--- src/rtl/mem_port_arbiter_pkg.sv ---
// Shared definitions for the two-requester memory port arbiter.
package mem_port_arbiter_pkg;

  typedef enum logic {
    StArb,
    StLocked
  } arb_state_e;

  localparam int unsigned MaxExtWait = 4;

endpackage

--- src/rtl/mem_port_arbiter.sv ---
// Arbitrates a single-port synchronous memory between the CPU and an ext
// (loader/debug) port, with starvation protection and exclusive ext locking.
module mem_port_arbiter
  import mem_port_arbiter_pkg::*;
#(
  parameter int unsigned ADDR_SIZE    = 18,
  parameter int unsigned WORD_SIZE    = 18,
  parameter int unsigned MAX_EXT_WAIT = MaxExtWait
) (
  input  logic                 clock,
  input  logic                 reset,
  input  logic                 cpu_req,
  input  logic                 cpu_we,
  input  logic [ADDR_SIZE-1:0] cpu_addr,
  input  logic [WORD_SIZE-1:0] cpu_wdata,
  output logic                 cpu_stall,
  output logic [WORD_SIZE-1:0] cpu_rdata,
  output logic                 cpu_rvalid,
  input  logic                 ext_req,
  input  logic                 ext_we,
  input  logic [ADDR_SIZE-1:0] ext_addr,
  input  logic [WORD_SIZE-1:0] ext_wdata,
  input  logic                 ext_lock,
  output logic                 ext_gnt,
  output logic [WORD_SIZE-1:0] ext_rdata,
  output logic                 ext_rvalid,
  output logic [ADDR_SIZE-1:0] mem_addr,
  output logic                 mem_we,
  output logic [WORD_SIZE-1:0] mem_wdata,
  input  logic [WORD_SIZE-1:0] mem_rdata
);

  // Wide enough to hold MAX_EXT_WAIT, and at least one bit when it is zero.
  localparam int unsigned CntW = $clog2(MAX_EXT_WAIT + 2);

  arb_state_e      state_q, state_d;
  logic [CntW-1:0] wait_cnt_q, wait_cnt_d;
  logic            cpu_rvalid_q, cpu_rvalid_d;
  logic            ext_rvalid_q, ext_rvalid_d;
  logic            cpu_gnt, ext_gnt_w, wait_full;

  assign wait_full = (wait_cnt_q == CntW'(MAX_EXT_WAIT));

  always_comb begin
    state_d   = state_q;
    cpu_gnt   = 1'b0;
    ext_gnt_w = 1'b0;
    if (reset) begin
      unique case (state_q)
        StArb: begin
          if (cpu_req && !(ext_req && wait_full)) begin
            cpu_gnt = 1'b1;
          end else if (ext_req) begin
            ext_gnt_w = 1'b1;
          end
          if (ext_gnt_w && ext_lock) begin
            state_d = StLocked;
          end
        end
        StLocked: begin
          ext_gnt_w = ext_req;
          // The release cycle is still served as locked.
          if (!ext_lock) begin
            state_d = StArb;
          end
        end
        default: state_d = StArb;
      endcase
    end
  end

  always_comb begin
    wait_cnt_d = wait_cnt_q;
    if (!ext_req || ext_gnt_w) begin
      wait_cnt_d = '0;
    end else if (!wait_full) begin
      wait_cnt_d = wait_cnt_q + CntW'(1);
    end
  end

  assign cpu_rvalid_d = cpu_gnt & ~cpu_we;
  assign ext_rvalid_d = ext_gnt_w & ~ext_we;

  always_ff @(posedge clock) begin
    if (!reset) begin
      state_q      <= StArb;
      wait_cnt_q   <= '0;
      cpu_rvalid_q <= 1'b0;
      ext_rvalid_q <= 1'b0;
    end else begin
      state_q      <= state_d;
      wait_cnt_q   <= wait_cnt_d;
      cpu_rvalid_q <= cpu_rvalid_d;
      ext_rvalid_q <= ext_rvalid_d;
    end
  end

  always_comb begin
    mem_addr  = cpu_addr;
    mem_wdata = cpu_wdata;
    mem_we    = 1'b0;
    if (ext_gnt_w) begin
      mem_addr  = ext_addr;
      mem_wdata = ext_wdata;
      mem_we    = ext_we;
    end else if (cpu_gnt) begin
      mem_we = cpu_we;
    end
  end

  assign cpu_stall  = cpu_req & ~cpu_gnt;
  assign ext_gnt    = ext_gnt_w;
  assign cpu_rvalid = cpu_rvalid_q;
  assign ext_rvalid = ext_rvalid_q;
  assign cpu_rdata  = mem_rdata;
  assign ext_rdata  = mem_rdata;

endmodule

--- config.mk ---
export PLATFORM = sky130hd
export DESIGN_NAME = mem_port_arbiter
export DESIGN_NICKNAME = d
export VERILOG_FILES = /design/src/rtl/mem_port_arbiter_pkg.sv /design/src/rtl/mem_port_arbiter.sv
export SDC_FILE = /design/constraint.sdc
export NUM_CORES = 1
export LEC_CHECK = 0
export ABC_AREA = 1
export CORE_MARGIN = 3
export CORE_UTILIZATION = 25
export CTS_CLUSTER_SIZE = 12
export DETAILED_ROUTE_END_ITERATION = 12
export PLACE_DENSITY = 0.89
export SYNTH_ARGS = -nofsm -noshare
export SYNTH_HDL_FRONTEND = slang
export SYNTH_SLANG_ARGS = --single-unit
export TNS_END_PERCENT = 5
--- constraint.sdc ---
create_clock -name clock -period 2.8 [get_ports clock]
set_input_delay 0.7 -clock clock [delete_from_list [all_inputs] [get_ports clock]]
set_output_delay 0.7 -clock clock [all_outputs]
set_load 0.03 [all_outputs]
==> impl_metrics.yaml, run 1 <==
run_status:
  status: "complete, no violations"
synthesis:
  synth.net_count: 297
  yosysTopAreaCell: "nand2_1"
  ys_ff_latch: 6
  async_flop_share_pct: 0
  yosysSeqAreaShare_pct: 10.9
  synth_area_per_cell_um2: 5.57
  synth_flop_cell: "dfxtp_1"
  synth_warnings: 0
  synth_cell_types: 19
  netlist.area_leader.share_pct: 27.9
  synthTopCellsByCount: "82 x nand2_1, 38 x nand3_1, 37 x buf_4"
  synth-edff-count: 0
  syn_inst: 198
  syn_area_mm2: 0.00110
  ys_top_cells_by_area: "nand2_1 28%, buf_4 25%, nand3_1 17%, dfxtp_1 11%, buf_2 3.2%"
  synth_most_common_cell: "nand2_1"
global_routing:
  grt_pass1_wl_um: 6040
  gr-total-overflow: 0
  grt_pass1_vias: 1413
  antenna_found_initial: 0
  grt_max_degree: 29
  grt_usage_pct: 13.7
clock_network:
  cts_root_buf: "clkbuf_8"
  clockBufferDepth: 2
  cts_htree_levels: 1
  clk_latency_ns: 0.22
  cts_buffers: 3
  cts.sinks: 6
  cts_tree: "yes"
  cts_hold_buf: 0
  path_clk_slew_ns: 0.03
die:
  start_util_pct: 26.8
  pin_count: 174
  core_area_mm2: 0.00412
  rows: 23
  dieArea_mm2: 0.00525
  die_h_um: 72.4
  die_x_um: 72.4
final_layout:
  layout.nets: 381
  seqCellArea_um2: 120
  multi_input_area_um2: 602
  insertedDiodeCount: 0
  area_growth_pct: 87.5
  drive_gt1_share_pct: 19.6
  n_fill_cell: 406
  final_util_pct: 50.3
worst_setup_path:
  r2r_cells: 7
  arrival_ns: 2.02
  crit-reg2reg-capture: "ext_rvalid$_SDFF_PN0_"
  cp-start-kind: "primary input"
  critPathMaxFanout: 14
  path_cells: "clkdlybuf4s50_1 -> inv_1 -> nor2_2 -> nand2_2 -> nand2_2 -> clkbuf_16 -> nand2_1 -> nand2_1 -> buf_4"
  crit_path_end_kind: "primary output"
  reg2reg_from: "wait_cnt_q[0]$_SDFFE_PP0P_"
  slowest_delay_ns: 0.45
  rrSetupSlack_ns: 1.52
  required_ns: 2.10
  critPathKind: "in2out"
  crit_slowest_cell: "clkdlybuf4s50_1"
  crit_start: "cpu_req"
  crit_end: "mem_wdata[1]"
detailed_routing:
  drt_iter0_markers: 48
  wl_per_cell_um: 12.7
  ant_nets: 0
  via_per_inst: 4.50
  wirelength_um: 4180
  drc: 0
  dr_total_vias: 1486
  firstDrtPassIters: 4
power_and_ir_drop:
  power.total_mw: 0.590
  powerDensity_mw_per_mm2: 285
  p_leak_nw: 1.06
  vdd.ir_drop.worst_mv: 0.141
sta:
  fmax_ghz: 0.368
  period_needed_ns: 2.72
  worstMarginPinSlew_ns: 0.309
  slew_violations: 0
  fin_crit_sh_pct: 97.0
  hold_viol: 0
  rsz0062_at_grt: "false"
  fin_worst_skew_ns: 0.00232
  max-slew-margin-rel_pct: 79.4
  setup_viol_count_final: 0
  fin_tns_setup_ns: 0
placed_design:
  dp_hpwl_um: 3370
  io_buffers: 119
  place_congestion: 0.814
worst_hold_path:
  hold_class: "reg2reg"
  min_delay_path_depth: 2
run:
  max_cap_violations: 0
[report_power, final]
group | internal (mW) | switching [mW] | leakage (nW)
clock network | 0.0921 | 0.0338 | 0.0216
registers | 0.0883 | 0.00122 | 0.0488
logic | 0.189 | 0.186 | 0.994
total | 0.370 | 0.221 | 1.06
[registers in the layout, indices dropped and copies added, names as in the netlist]
register / count
cpu_rvalid: 1
ext_rvalid: 1
state_q: 1
wait_cnt_q: 3
[routing by layer]
layer  up-vias  share of wire (%)  global-route usage, %
met5         -                  0                      0
met4         0                1.0                   4.92
met3         9                 12                   3.32
met2        91                 50                   26.5
met1       636                 37                   14.2
li1        750                  -                      -
[cells by family (layout without fill, tap and decap cells)]
| group | count (synthesis) | count (layout) | synth area share [%] |
|---|---|---|---|
| AOI/OAI and AO/OA | 4 | 4 | 2.04 |
| xor gates and xnor gates | 1 | 1 | 0.794 |
| adders and majority gates | 2 | 2 | 2.27 |
| buffers and inverters | 57 | 139 | 34.8 |
| DFF | 6 | 6 | 10.9 |
| and+or+nand+nor | 128 | 128 | 49.2 |
[cells in the final DEF, fill, tap and decap left out, types with 2 or more instances in the layout]
master | synthesis | final
nand2_1 | 82 | 81
clkdlybuf4s50_1 | 0 | 79
buf_4 | 37 | 41
nand3_1 | 38 | 38
inv_1 | 8 | 8
dfxtp_1 | 6 | 6
a21oi_1 | 3 | 3
nor2_1 | 3 | 3
clkbuf_8 | 0 | 3
buf_6 | 3 | 3
nand2_2 | 1 | 2
ha_1 | 2 | 2
buf_12 | 0 | 2
[stage by stage]
| stage | hold slack [ns] | instance area (µm²) | setup slack, ns | cells |
|---|---|---|---|---|
| finish | 0.501 | 2070 | 0.0836 | 330 |
| global route | 0.527 | 2070 | 0.0174 | 330 |
| CTS | 0.502 | 2030 | 0.0375 | 329 |
| detailed placement | 0.497 | 1990 | 0.0396 | 326 |
| global placement | 0.474 | 1990 | 0.0963 | 326 |
| floorplan | 0.456 | 1100 | 0.580 | 198 |
[critical path, delay by kind of cell]
family	cells	cell delay [ns]
buf+inv	4	0.84
simple gates	5	0.47
[area by class of cell]
type,count,area share [%]
clock buffers,3,2.00
inverters,9,1.63
multi-input cells,135,29.1
flip-flops and latches,6,5.80
well taps,50,3.02
repair buffers,127,58.5
[timing repair]
action                     in CTS  in global routing
buffers inserted                0                  0
resized for setup               0                  5
setup endpoints to repair       0                 23
[worst min-delay path by stage]
stage	start	end	slack [ns]
after floorplan	wait_cnt_q[0]$_SDFFE_PP0P_	wait_cnt_q[0]$_SDFFE_PP0P_	0.46
after global routing	wait_cnt_q[1]$_SDFFE_PP0P_	wait_cnt_q[1]$_SDFFE_PP0P_	0.53
after CTS	wait_cnt_q[1]$_SDFFE_PP0P_	wait_cnt_q[1]$_SDFFE_PP0P_	0.50
after global placement	wait_cnt_q[0]$_SDFFE_PP0P_	wait_cnt_q[0]$_SDFFE_PP0P_	0.47
after detailed placement	wait_cnt_q[1]$_SDFFE_PP0P_	wait_cnt_q[1]$_SDFFE_PP0P_	0.50
final	wait_cnt_q[1]$_SDFFE_PP0P_	wait_cnt_q[1]$_SDFFE_PP0P_	0.50
Note: power is estimated with default switching activity, not from simulation.
==> run 2: changes to the inputs <==
- CTS_BUF_LIST: not set -> sky130_fd_sc_hd__clkbuf_2
==> run 2 against run 1 <==
  * Power shrank 12%
  * Via count grew 0.47%
  * Sequential cell count is the same
  * Register-to-register slack is essentially flat
  * Wire length shrank 0.60%
  * Core utilization shrank 0.64 points
  * Final cell count is the same
  * Critical path type unchanged
  * Largest cell class unchanged
==> impl_metrics.yaml, run 2 (synthesized netlist as in run 1, its figures left out) <==
run_status:
  status: "complete, no violations"
sta:
  worstMarginPinSlew_ns: 0.309
  hold_viol: 0
  fin_worst_skew_ns: 0.00417
  setup_ws_ns: 0.0830
  rsz0062_at_grt: "false"
  period_needed_ns: 2.72
  fin_crit_sh_pct: 97.0
  setup_viol_count_final: 0
  fmax_ghz: 0.368
  hold_ws_ns: 0.504
  max-slew-margin-rel_pct: 79.4
  fin_tns_setup_ns: 0
  slew_violations: 0
worst_setup_path:
  required_ns: 2.10
  reg2reg_from: "wait_cnt_q[0]$_SDFFE_PP0P_"
  critPathMaxFanout: 14
  slowest_delay_ns: 0.45
  crit_path_end_kind: "primary output"
  rrSetupSlack_ns: 1.52
  arrival_ns: 2.02
  r2r_cells: 7
  crit-reg2reg-capture: "ext_rvalid$_SDFF_PN0_"
  crit_slowest_cell: "clkdlybuf4s50_1"
  path_cells: "clkdlybuf4s50_1 -> inv_1 -> nor2_2 -> nand2_2 -> nand2_2 -> clkbuf_16 -> nand2_1 -> nand2_1 -> buf_4"
  critPathKind: "in2out"
  cp-start-kind: "primary input"
clock_network:
  clk_latency_ns: 0.21
  path_clk_slew_ns: 0.05
  cts.sinks: 6
  cts_hold_buf: 0
  cts_root_buf: "clkbuf_2"
  cts_htree_levels: 1
  cts_tree: "yes"
  cts_buffers: 3
  clockBufferDepth: 2
detailed_routing:
  wl_per_cell_um: 12.6
  wirelength_um: 4160
  drt_iter0_markers: 35
  via_per_inst: 4.52
  drc: 0
  ant_nets: 0
  firstDrtPassIters: 4
  dr_total_vias: 1493
die:
  dieArea_mm2: 0.00525
  start_util_pct: 26.8
  die_h_um: 72.4
  pin_count: 174
  core_area_mm2: 0.00412
  rows: 23
  die_x_um: 72.4
final_layout:
  final_util_pct: 49.7
  layout.nets: 381
  stdcell_area_mm2: 0.00204
  drive_gt1_share_pct: 19.6
  area_growth_pct: 85.1
  largest_reg_flops: 3
  insertedDiodeCount: 0
  top_register: "wait_cnt_q"
  final_common_cell: "nand2_1"
  layout_common_cells: "81 x nand2_1, 79 x clkdlybuf4s50_1, 41 x buf_4"
  finalNonFillerCells: 330
placed_design:
  placed_cells: 326
  postPlaceCellArea_mm2: 0.00199
  dp_hpwl_um: 3370
  io_buffers: 119
  dp_slack_ns: 0.0396
  place_congestion: 0.814
global_routing:
  grt_pass1_wl_um: 5980
  antenna_found_initial: 0
  gr-total-overflow: 0
  grt_max_degree: 29
  grt_pass1_vias: 1407
  grt_usage_pct: 13.4
power_and_ir_drop:
  p_leak_nw: 1.05
  powerDensity_mw_per_mm2: 254
  power.total_mw: 0.519
  vdd.ir_drop.worst_mv: 0.108
worst_hold_path:
  hold_class: "reg2reg"
  hold_end: "wait_cnt_q[1]$_SDFFE_PP0P_"
  min_delay_path_depth: 2
  holdCritStartpoint: "wait_cnt_q[1]$_SDFFE_PP0P_"
run:
  max_cap_violations: 0
[run 2: how the worst max path moves through the flow]
stage	startpoint	end	slack [ns]	cells past startpoint
floorplan	cpu_req	mem_addr[0]	0.58	8
global placement	ext_req	mem_addr[14]	0.1	7
detailed placement	ext_req	mem_addr[14]	0.04	7
CTS	ext_req	mem_addr[14]	0.04	7
global route	cpu_req	mem_addr[10]	0.02	9
finish	cpu_req	mem_wdata[1]	0.08	9
[run 2: layout make-up]
class                           count  area [µm²]
Fill cell                         408        2070
Timing Repair Buffer              127        1210
Multi-Input combinational cell    135         602
Sequential cell                     6         120
Tap cell                           50        62.6
Inverter                            9        33.8
Clock buffer                        3        15.0
[run 2: power by group]
group / internal (mW) / switching (mW)
Clock: 0.0290 / 0.0267
Combinational: 0.189 / 0.185
Sequential: 0.0878 / 0.00122
Total: 0.306 / 0.213
[run 2: critical path: cells and delay by family]
kind / cells / cell delay [ns]
buf+inv: 4 / 0.84
simple gates: 5 / 0.47
[run 2: routing by layer]
metal  wire length, µm  global-route usage, %  vias to the layer above
li1                  -                      -                      750
met1              1530                   14.2                      641
met2              2080                   26.4                       91
met3               492                   2.49                       11
met4                57                   4.30                        0
met5                 0                      0                        -
[run 2: what timing repair did]
item | 4_1_cts | 5_1_grt
setup endpoints to repair | 0 | 23
setup buffers | 0 | 0
gates resized for setup | 0 | 5
==> run 3: changes to the inputs <==
- GPL_TIMING_DRIVEN: not set -> 1
==> results of run 3 <==
No change in the layout: final DEF, timing and power equal those of run 2.
